**src/rtl/bit_entry_ctrl.sv**
```systemverilog
// Button front-end: two-flop sync, debounce, press detection, arbitration and a bit FIFO
// feeding the sequence detector, with a post-match lockout window.
module bit_entry_ctrl #(
    parameter int DEBOUNCE_CYCLES = 250000,
    parameter int FIFO_DEPTH      = 4,
    parameter int LOCK_CYCLES     = 50000000
) (
    input  logic                          CLK,
    input  logic                          RESET,
    input  logic                          ONE,
    input  logic                          ZERO,
    input  logic                          CLEAR,
    input  logic                          MATCH,
    output logic                          BIT_VALID,
    output logic                          BIT_DATA,
    input  logic                          BIT_READY,
    output logic [$clog2(FIFO_DEPTH):0]   COUNT,
    output logic                          COLLISION,
    output logic                          OVERFLOW,
    output logic                          LOCKED
);

    localparam int PW  = $clog2(FIFO_DEPTH);
    localparam int CW  = PW + 1;
    localparam int DCW = (DEBOUNCE_CYCLES > 1) ? $clog2(DEBOUNCE_CYCLES) : 1;
    localparam int LCW = (LOCK_CYCLES > 1) ? $clog2(LOCK_CYCLES) : 1;

    localparam logic [CW-1:0]  FULL_CNT  = CW'(FIFO_DEPTH);
    localparam logic [DCW-1:0] DEB_LAST  = DCW'(DEBOUNCE_CYCLES - 1);
    localparam logic [LCW-1:0] LOCK_LAST = LCW'(LOCK_CYCLES - 1);

    typedef enum logic [0:0] {
        ST_RUN  = 1'b0,
        ST_LOCK = 1'b1
    } state_t;

    // Button vectors: index 0 = ZERO, index 1 = ONE
    logic [1:0]     meta_r;
    logic [1:0]     sync_r;
    logic [1:0]     deb_r;
    logic [1:0]     deb_d_r;
    logic [DCW-1:0] deb_cnt_r [2];

    state_t         state_r;
    logic [LCW-1:0] lock_cnt_r;
    logic           mem_r [FIFO_DEPTH];
    logic [PW-1:0]  wr_ptr_r;
    logic [PW-1:0]  rd_ptr_r;
    logic [CW-1:0]  count_r;
    logic           valid_r;
    logic           data_r;
    logic           collision_r;
    logic           overflow_r;
    logic           locked_r;

    logic           zero_press_s;
    logic           one_press_s;
    logic           ev_valid_s;
    logic           ev_bit_s;
    logic           run_s;
    logic           full_s;
    logic           pop_s;
    logic           push_s;
    logic           drop_s;
    logic           coll_s;
    logic [PW-1:0]  next_rd_s;
    logic [CW-1:0]  count_nxt_s;
    logic           head_s;

    // Two-flop synchroniser for the raw asynchronous buttons
    always_ff @(posedge CLK or posedge RESET) begin
        if (RESET) begin
            meta_r <= 2'b00;
            sync_r <= 2'b00;
        end else begin
            meta_r <= {ONE, ZERO};
            sync_r <= meta_r;
        end
    end

    // Per-button debounce counter; the level flips after DEBOUNCE_CYCLES differing samples
    always_ff @(posedge CLK or posedge RESET) begin
        if (RESET) begin
            deb_r   <= 2'b00;
            deb_d_r <= 2'b00;
            for (int i = 0; i < 2; i++) begin
                deb_cnt_r[i] <= '0;
            end
        end else begin
            deb_d_r <= deb_r;
            for (int i = 0; i < 2; i++) begin
                if (sync_r[i] == deb_r[i]) begin
                    deb_cnt_r[i] <= '0;
                end else if (deb_cnt_r[i] == DEB_LAST) begin
                    deb_r[i]     <= ~deb_r[i];
                    deb_cnt_r[i] <= '0;
                end else begin
                    deb_cnt_r[i] <= deb_cnt_r[i] + DCW'(1'b1);
                end
            end
        end
    end

    // Event arbitration and FIFO next-state computation
    always_comb begin
        zero_press_s = deb_r[0] & ~deb_d_r[0];
        one_press_s  = deb_r[1] & ~deb_d_r[1];
        ev_valid_s   = zero_press_s | one_press_s;
        ev_bit_s     = ~zero_press_s;
        run_s        = (state_r == ST_RUN) && !CLEAR && !MATCH;
        full_s       = (count_r == FULL_CNT);
        pop_s        = BIT_READY && (count_r != '0);
        push_s       = run_s && ev_valid_s && (!full_s || pop_s);
        drop_s       = run_s && ev_valid_s && full_s && !pop_s;
        coll_s       = run_s && zero_press_s && one_press_s;
        next_rd_s    = pop_s ? (rd_ptr_r + PW'(1'b1)) : rd_ptr_r;
        case ({push_s, pop_s})
            2'b10:   count_nxt_s = count_r + CW'(1'b1);
            2'b01:   count_nxt_s = count_r - CW'(1'b1);
            default: count_nxt_s = count_r;
        endcase
        // A bit written this cycle into the new head slot bypasses the array
        if (push_s && (wr_ptr_r == next_rd_s)) begin
            head_s = ev_bit_s;
        end else begin
            head_s = mem_r[next_rd_s];
        end
    end

    // RUN/LOCK state machine with FIFO storage and registered outputs
    always_ff @(posedge CLK or posedge RESET) begin
        if (RESET) begin
            state_r     <= ST_RUN;
            lock_cnt_r  <= '0;
            wr_ptr_r    <= '0;
            rd_ptr_r    <= '0;
            count_r     <= '0;
            valid_r     <= 1'b0;
            data_r      <= 1'b0;
            collision_r <= 1'b0;
            overflow_r  <= 1'b0;
            locked_r    <= 1'b0;
            for (int i = 0; i < FIFO_DEPTH; i++) begin
                mem_r[i] <= 1'b0;
            end
        end else if (CLEAR) begin
            state_r     <= ST_RUN;
            lock_cnt_r  <= '0;
            wr_ptr_r    <= '0;
            rd_ptr_r    <= '0;
            count_r     <= '0;
            valid_r     <= 1'b0;
            collision_r <= 1'b0;
            overflow_r  <= 1'b0;
            locked_r    <= 1'b0;
        end else begin
            case (state_r)
                ST_RUN: begin
                    if (MATCH) begin
                        state_r     <= ST_LOCK;
                        lock_cnt_r  <= '0;
                        wr_ptr_r    <= '0;
                        rd_ptr_r    <= '0;
                        count_r     <= '0;
                        valid_r     <= 1'b0;
                        collision_r <= 1'b0;
                        overflow_r  <= 1'b0;
                        locked_r    <= 1'b1;
                    end else begin
                        if (push_s) begin
                            mem_r[wr_ptr_r] <= ev_bit_s;
                            wr_ptr_r        <= wr_ptr_r + PW'(1'b1);
                        end
                        rd_ptr_r    <= next_rd_s;
                        count_r     <= count_nxt_s;
                        valid_r     <= (count_nxt_s != '0);
                        data_r      <= (count_nxt_s != '0) ? head_s : data_r;
                        collision_r <= coll_s;
                        overflow_r  <= drop_s;
                        locked_r    <= 1'b0;
                    end
                end
                ST_LOCK: begin
                    collision_r <= 1'b0;
                    overflow_r  <= 1'b0;
                    if (MATCH) begin
                        lock_cnt_r <= '0;
                        locked_r   <= 1'b1;
                    end else if (lock_cnt_r == LOCK_LAST) begin
                        state_r    <= ST_RUN;
                        lock_cnt_r <= '0;
                        locked_r   <= 1'b0;
                    end else begin
                        lock_cnt_r <= lock_cnt_r + LCW'(1'b1);
                        locked_r   <= 1'b1;
                    end
                end
                default: begin
                    state_r     <= ST_RUN;
                    lock_cnt_r  <= '0;
                    wr_ptr_r    <= '0;
                    rd_ptr_r    <= '0;
                    count_r     <= '0;
                    valid_r     <= 1'b0;
                    collision_r <= 1'b0;
                    overflow_r  <= 1'b0;
                    locked_r    <= 1'b0;
                end
            endcase
        end
    end

    assign BIT_VALID = valid_r;
    assign BIT_DATA  = data_r;
    assign COUNT     = count_r;
    assign COLLISION = collision_r;
    assign OVERFLOW  = overflow_r;
    assign LOCKED    = locked_r;

endmodule

```
**config.mk**
```make
export PLATFORM = sky130hd
export DESIGN_NAME = bit_entry_ctrl
export DESIGN_NICKNAME = d
export VERILOG_FILES = /design/src/rtl/bit_entry_ctrl.sv
export SDC_FILE = /design/constraint.sdc
export NUM_CORES = 1
export LEC_CHECK = 0
export ABC_AREA = 1
export CORE_UTILIZATION = 45
export CTS_CLUSTER_DIAMETER = 40
export CTS_CLUSTER_SIZE = 25
export DETAILED_ROUTE_END_ITERATION = 8
export PLACE_DENSITY = 0.7
export SETUP_SLACK_MARGIN = 0.5
export SYNTH_ARGS = -nofsm -noshare
export SYNTH_HDL_FRONTEND = slang
export SYNTH_SLANG_ARGS = --single-unit
export TNS_END_PERCENT = 30
```
**constraint.sdc**
```tcl
create_clock -name CLK -period 2.9 [get_ports CLK]
set_clock_uncertainty 0.2 [all_clocks]
set_input_delay 0.58 -clock CLK [delete_from_list [all_inputs] [get_ports CLK]]
set_output_delay 0.58 -clock CLK [all_outputs]
set_load 0.005 [all_outputs]
```
# == Yosys cells after proc, flatten, opt, wreduce, memory -nomap -nowiden ==
# Cells that the tools add are included.
# word_totals
register_bits,86
output_inout_bits,8
# op_classes
n_addsub,7
order_cmp,3
n_eq_ne,11
muxes,42
bitwise_logic,15
reduce_logical,24
# ops
cell,count
$mux W26,4
$mux W18,4
$pmux W26 S2,1
$add A18 B1 Y18 const B,2
$eq A18 B18 Y1 const B,2
$add A26 B1 Y26 const B,1
$eq A26 B26 Y1 const B,1
$mux W2,8
$mux W1,15
$logic_and A1 B1 Y1,11
$not A1 Y1,10
$mux W3,3
$reduce_bool A3 Y1,3
$reduce_and A4 Y1,2
$ge A3 B3 Y1 const B,2
$not A2 Y3,2
$pmux W1 S2,3
$pmux W3 S2,1
$reduce_and A2 Y1,3
$add A2 B1 Y2 const B,2
$bwmux W4,1
$logic_not A1 Y1,4
$add A3 B1 Y3 const B,1
$eq A3 B3 Y1 const B,1
13 further kinds,15

# == Longest topological paths before layout ==
# logic_depth
depth_word,11
mapped_depth,15
mapped_depth_nobuf,15

# == Least setup slack after synthesis ==
# No wires, ideal clock.
# synth_path
kind,input to register
startpoint,input port MATCH
endpoint,register data_r (netlist: BIT_DATA)
setup_ns,0.118
arrival_time_ns,2.316
required_time_ns,2.582
setup_slack_ns,0.267
path_stages,13
path_cell_list,inv_2 -> nand2_1 -> nor2_4 -> nand3_1 -> ha_1 -> fa_1 -> inv_1 -> o21ai_0 -> nor2_1 -> o21ai_0 -> inv_1 -> nand2_1 -> nand2_1
# synth_between
elab_chain_cells,8
elab_cells_between_ends,12
cone_classes,eq/ne (2); mux (2); bitwise (1); reduce/logical (7)
# synth_lines
item,line,source
from (decl),13,"input logic MATCH,"
$logic_not A1 Y1,110,run_s = (state_r == ST_RUN) && !CLEAR && !MATCH;
$logic_and A1 B1 Y1,110,
$logic_and A1 B1 Y1 (2 in a row),113,push_s = run_s && ev_valid_s && (!full_s || pop_s);
$eq A2 B1 Y1 or $eq A2 B2 Y1 (tied branches),117,"case ({push_s, pop_s})"
$pmux W3 S2,117,
$reduce_bool A3 Y1,177,data_r <= (count_nxt_s != '0) ? head_s : data_r;
$reduce_and A4 Y1 (no line),--,
to (signal assigned),177,
to (decl),51,logic data_r;
# Several ways; a longest one is shown, not always the timed one.
# A chain may end at the register's enable or synchronous reset.

# == Final worst setup path ==
# layout_path
startpoint,register count_r[0] (netlist: COUNT[0])
endpoint,register data_r (netlist: BIT_DATA)
# layout_between
elab_chain_cells,8
elab_cells_between_ends,21
cone_classes,add/sub (2); eq/ne (4); mux (6); bitwise (1); reduce/logical (8)
# layout_lines
item,line,source
from (decl),49,logic [CW-1:0] count_r;
from (signal assigned),175,count_r <= count_nxt_s;
$eq A3 B3 Y1 or $reduce_bool A3 Y1 (tied branches),"111, 112",
$logic_not A1 Y1 or $logic_and A1 B1 Y1 (tied branches),"113, 112",
$logic_or A1 B1 Y1 or $mux W2 (tied branches),"113, 116",
$logic_and A1 B1 Y1 or $not A2 Y3 (tied branches),"113, 126",
$eq A2 B1 Y1 (tied with other cells),117,
$pmux W3 S2 or $mux W1 (tied branches),"117, 126",
$reduce_bool A3 Y1 or $mux W1 (tied branches),"177, 126",
$reduce_and A4 Y1 (no line) or $mux W1 (tied branches),--,
# Several ways; a longest one is shown, not always the timed one. The select of a mux whose other input is x is not followed.

==> metrics <==
Logic pwr share=0.045; vias post-DR=4061; post-synthesis area per instance=8.00 um2; number of diodes=0; Required @ worst endpoint=2.95 ns; status=finished clean; drt pass-1 iters=5; root buffer cell=clkbuf_8; top_reg_cell synth=dfrtp_1; pin count of the biggest net entering global routing=34; Clk pwr share=0.415; leakage power=0.00240 uW; Rows=37; post-route insts no fill=787; TritonCTS clock tree=yes; cts bufs inserted=9; final net count=662; total global-route track usage=0.206; fmax=0.412 GHz; Warnings, synthesis=0; Synth Instances=601; Critical Path Max Stage Delay=0.42 ns; Yosys top cell by area=dfrtp_1; Finished Cell Area=5620 um2; Setup CP Type=reg -> reg; initial DRC count=196; Crit. End Element=flip-flop; CP max FO=2; setup ws final=0.472 ns; Slowest-stage cell, CP=dfrtp_1; Hold Crit Depth=0; Worst Hold End=sync_r[1]; Cell Pwr Density=402 nW/um2; sequential fraction of design power=0.541; Distinct cells, synth=39; R2R cell count=15; Placed Cells=757; routed wire length=10500 um; Routed wire per std cell=13.3 um; switch share=0.234; Int Pwr=1730 uW; dpl cell area=5200 um2; endpoints failing setup=0; setup repair after global routing missed its margin=yes; share of layout cells above drive strength 1=0.166; die width=105 um; ranking of synthesized cells by area=dfrtp_1 (45%), nand2_1 (9.8%), inv_1 (5.5%), nor2_1 (5.5%), xor2_1 (5.3%); post-DR vias/cell=5.16; Post-Synthesis Net Count=617; Max Slew Vio Count=0; Worst slew margin=0.592; worst hold slack=0.201 ns; reg-to-reg slack, setup=0.47 ns; hpwl dp=7370 um; hold_sp=meta_r[1]; H-tree depth reported by CTS=3; Reg2Reg Capture Point=BIT_DATA; Worst Setup Start Kind=flip-flop; Final GP Congestion=0.879; Fin. Hold Viols=0; cts hold-fix bufs=0; die area=11100 um2; maximum vdd ir drop=0.000304 V; cell area after synthesis=4810 um2; Seq cells post-synth=86; core area=10300 um2; Worst-Margin Slew=0.611 ns; initial antenna violation count=0; gr ovfl total=0; Initial Util=0.466; maximum capacitance violations=0; clock sinks=86; worst skew pair latency=0.35 ns; Async S/R FF share, synth=1.00; crit path from=COUNT[0]; most common cell after layout, fill and taps aside=nand2_1; cell mode on critical path=nand2_1; Min Clock Period, post-route=2.43 ns; reg2reg start=COUNT[0]; CP arrival=2.48 ns; die height=105 um; worst slack, placed=-0.313 ns; CP cell instances=nor2_4, nand2_2, nand2_4, buf_4, inv_1, ha_4, fa_2, a21oi_2, o21ai_1, xor2_1, nand2_1, o21ai_2, inv_1, nand2_1, nand2_1; EDFF count, synth=0; antenna violation net count after detailed routing=0; clk slew on worst S/H paths=0.09 ns; drt drc=0; min-delay worst type=reg -> reg; register area share after synthesis=0.448; net switching power=529 uW; first-pass GRT wire length=18600 um; Layout area overhead=16.9%; number of global-route vias before repair=4032; Clock Path Buffers=2; Yosys top cell area share=0.448; period utilization=0.837; commonest cells after routing, fill and taps aside=nand2_1 (123), dfrtp_1 (85), nor2_1 (68); Port Buffers=14; Ports=15
worst max-delay path, delay by kind of cell (launching register included):
| kind | cells | cell delay [ns] |
|---|---|---|
| adder cells (fa/ha/maj) | 2 | 0.51 |
| flip-flops | 1 | 0.42 |
| XOR/XNOR | 1 | 0.16 |
| AO/OA/AOI/OAI | 3 | 0.29 |
| buffers and inverters | 3 | 0.23 |
| AND/OR/NAND/NOR | 6 | 0.52 |
state kept, by name, summed over array words and instances, names as in the netlist:
register    flops
sync_r          2
meta_r          2
deb_r           2
deb_cnt_r      36
LOCKED          1
COLLISION       1
wr_ptr_r        2
lock_cnt_r     26
BIT_DATA        1
COUNT           3
BIT_VALID       1
mem_r           4
rd_ptr_r        2
deb_d_r         2
OVERFLOW        1
worst max-delay path by stage:
| stage | slack [ns] | cells after the start | endpoint |
|---|---|---|---|
| after floorplan | 0.27 | 13 | BIT_DATA |
| after global placement | -0.24 | 14 | BIT_DATA |
| after detailed placement | -0.31 | 14 | BIT_DATA |
| after CTS | 0.46 | 13 | BIT_DATA |
| after global routing | 0.30 | 13 | BIT_DATA |
| final | 0.47 | 15 | BIT_DATA |
power groups by stage:
stage	Sequential [uW]	Combinational [uW]	Clock (uW)
4_1_cts	1220	102	966
6_report	1220	102	936
2_1_floorplan	1240	59.5	0
5_1_grt	1220	117	1010
3_5_place_dp	1240	102	0
3_3_place_gp	1240	100	0
cells in the mapped netlist (2+ instances only):
cell type	instances
nand2_2	3
o22ai_1	14
o21bai_1	2
nand2_1	126
nand3_1	41
dfrtp_1	86
xnor2_1	3
nand4_1	18
a21oi_1	21
ha_1	8
a22o_1	2
nor2_2	9
nor3b_1	4
nand3_2	6
nand3b_1	4
buf_4	2
nor2_1	70
inv_2	13
o21ai_1	5
nor3_1	17
or2_2	2
o21ai_0	14
a31oi_1	6
xor2_1	29
inv_1	71
nor3_2	6
nor2_4	6
buf_2	2
timing repair:
item | CTS | global route
cloned | 0 | 0
resized for setup | 23 | 9
buffers inserted | 8 | 6
pin swaps | 7 | 7
setup endpoints to repair | 4 | 20
routing by layer:
metal	track usage	wire, um	vias up
li1	-	-	2043
met3	0.0451	382	12
met2	0.336	5000	93
met1	0.277	4980	1913
met4	0.0584	135	0
met5	0	0	-
layout make-up:
type                            count  area [um2]
Tap cell                          136         170
Sequential cell                    86        2150
Inverter                           84         319
Multi-Input combinational cell    425        2390
Clock inverter                      7        97.6
Fill cell                         914        4700
Clock buffer                        9         124
Timing Repair Buffer               40         364
through the flow:
stage | total power [uW] | TNS, ns | utilization
after CTS | 2290 | 0 | 0.536
after global placement | 1340 | -0.365 | 0.503
after global routing | 2350 | 0 | 0.544
after detailed placement | 1350 | -0.522 | 0.503
final | 2260 | 0 | 0.544
after floorplan | 1300 | 0 | -
cells by family after synthesis:
logic type / Yosys count / synth area share
mux: 1 / 0.00234
flops: 86 / 0.448
simple gates: 318 / 0.317
xor+xnor: 32 / 0.0583
compound gates: 65 / 0.0763
fa+ha+maj: 9 / 0.0250
buf+inv: 90 / 0.0739
No activity file was read; power rests on OpenSTA's default activity.
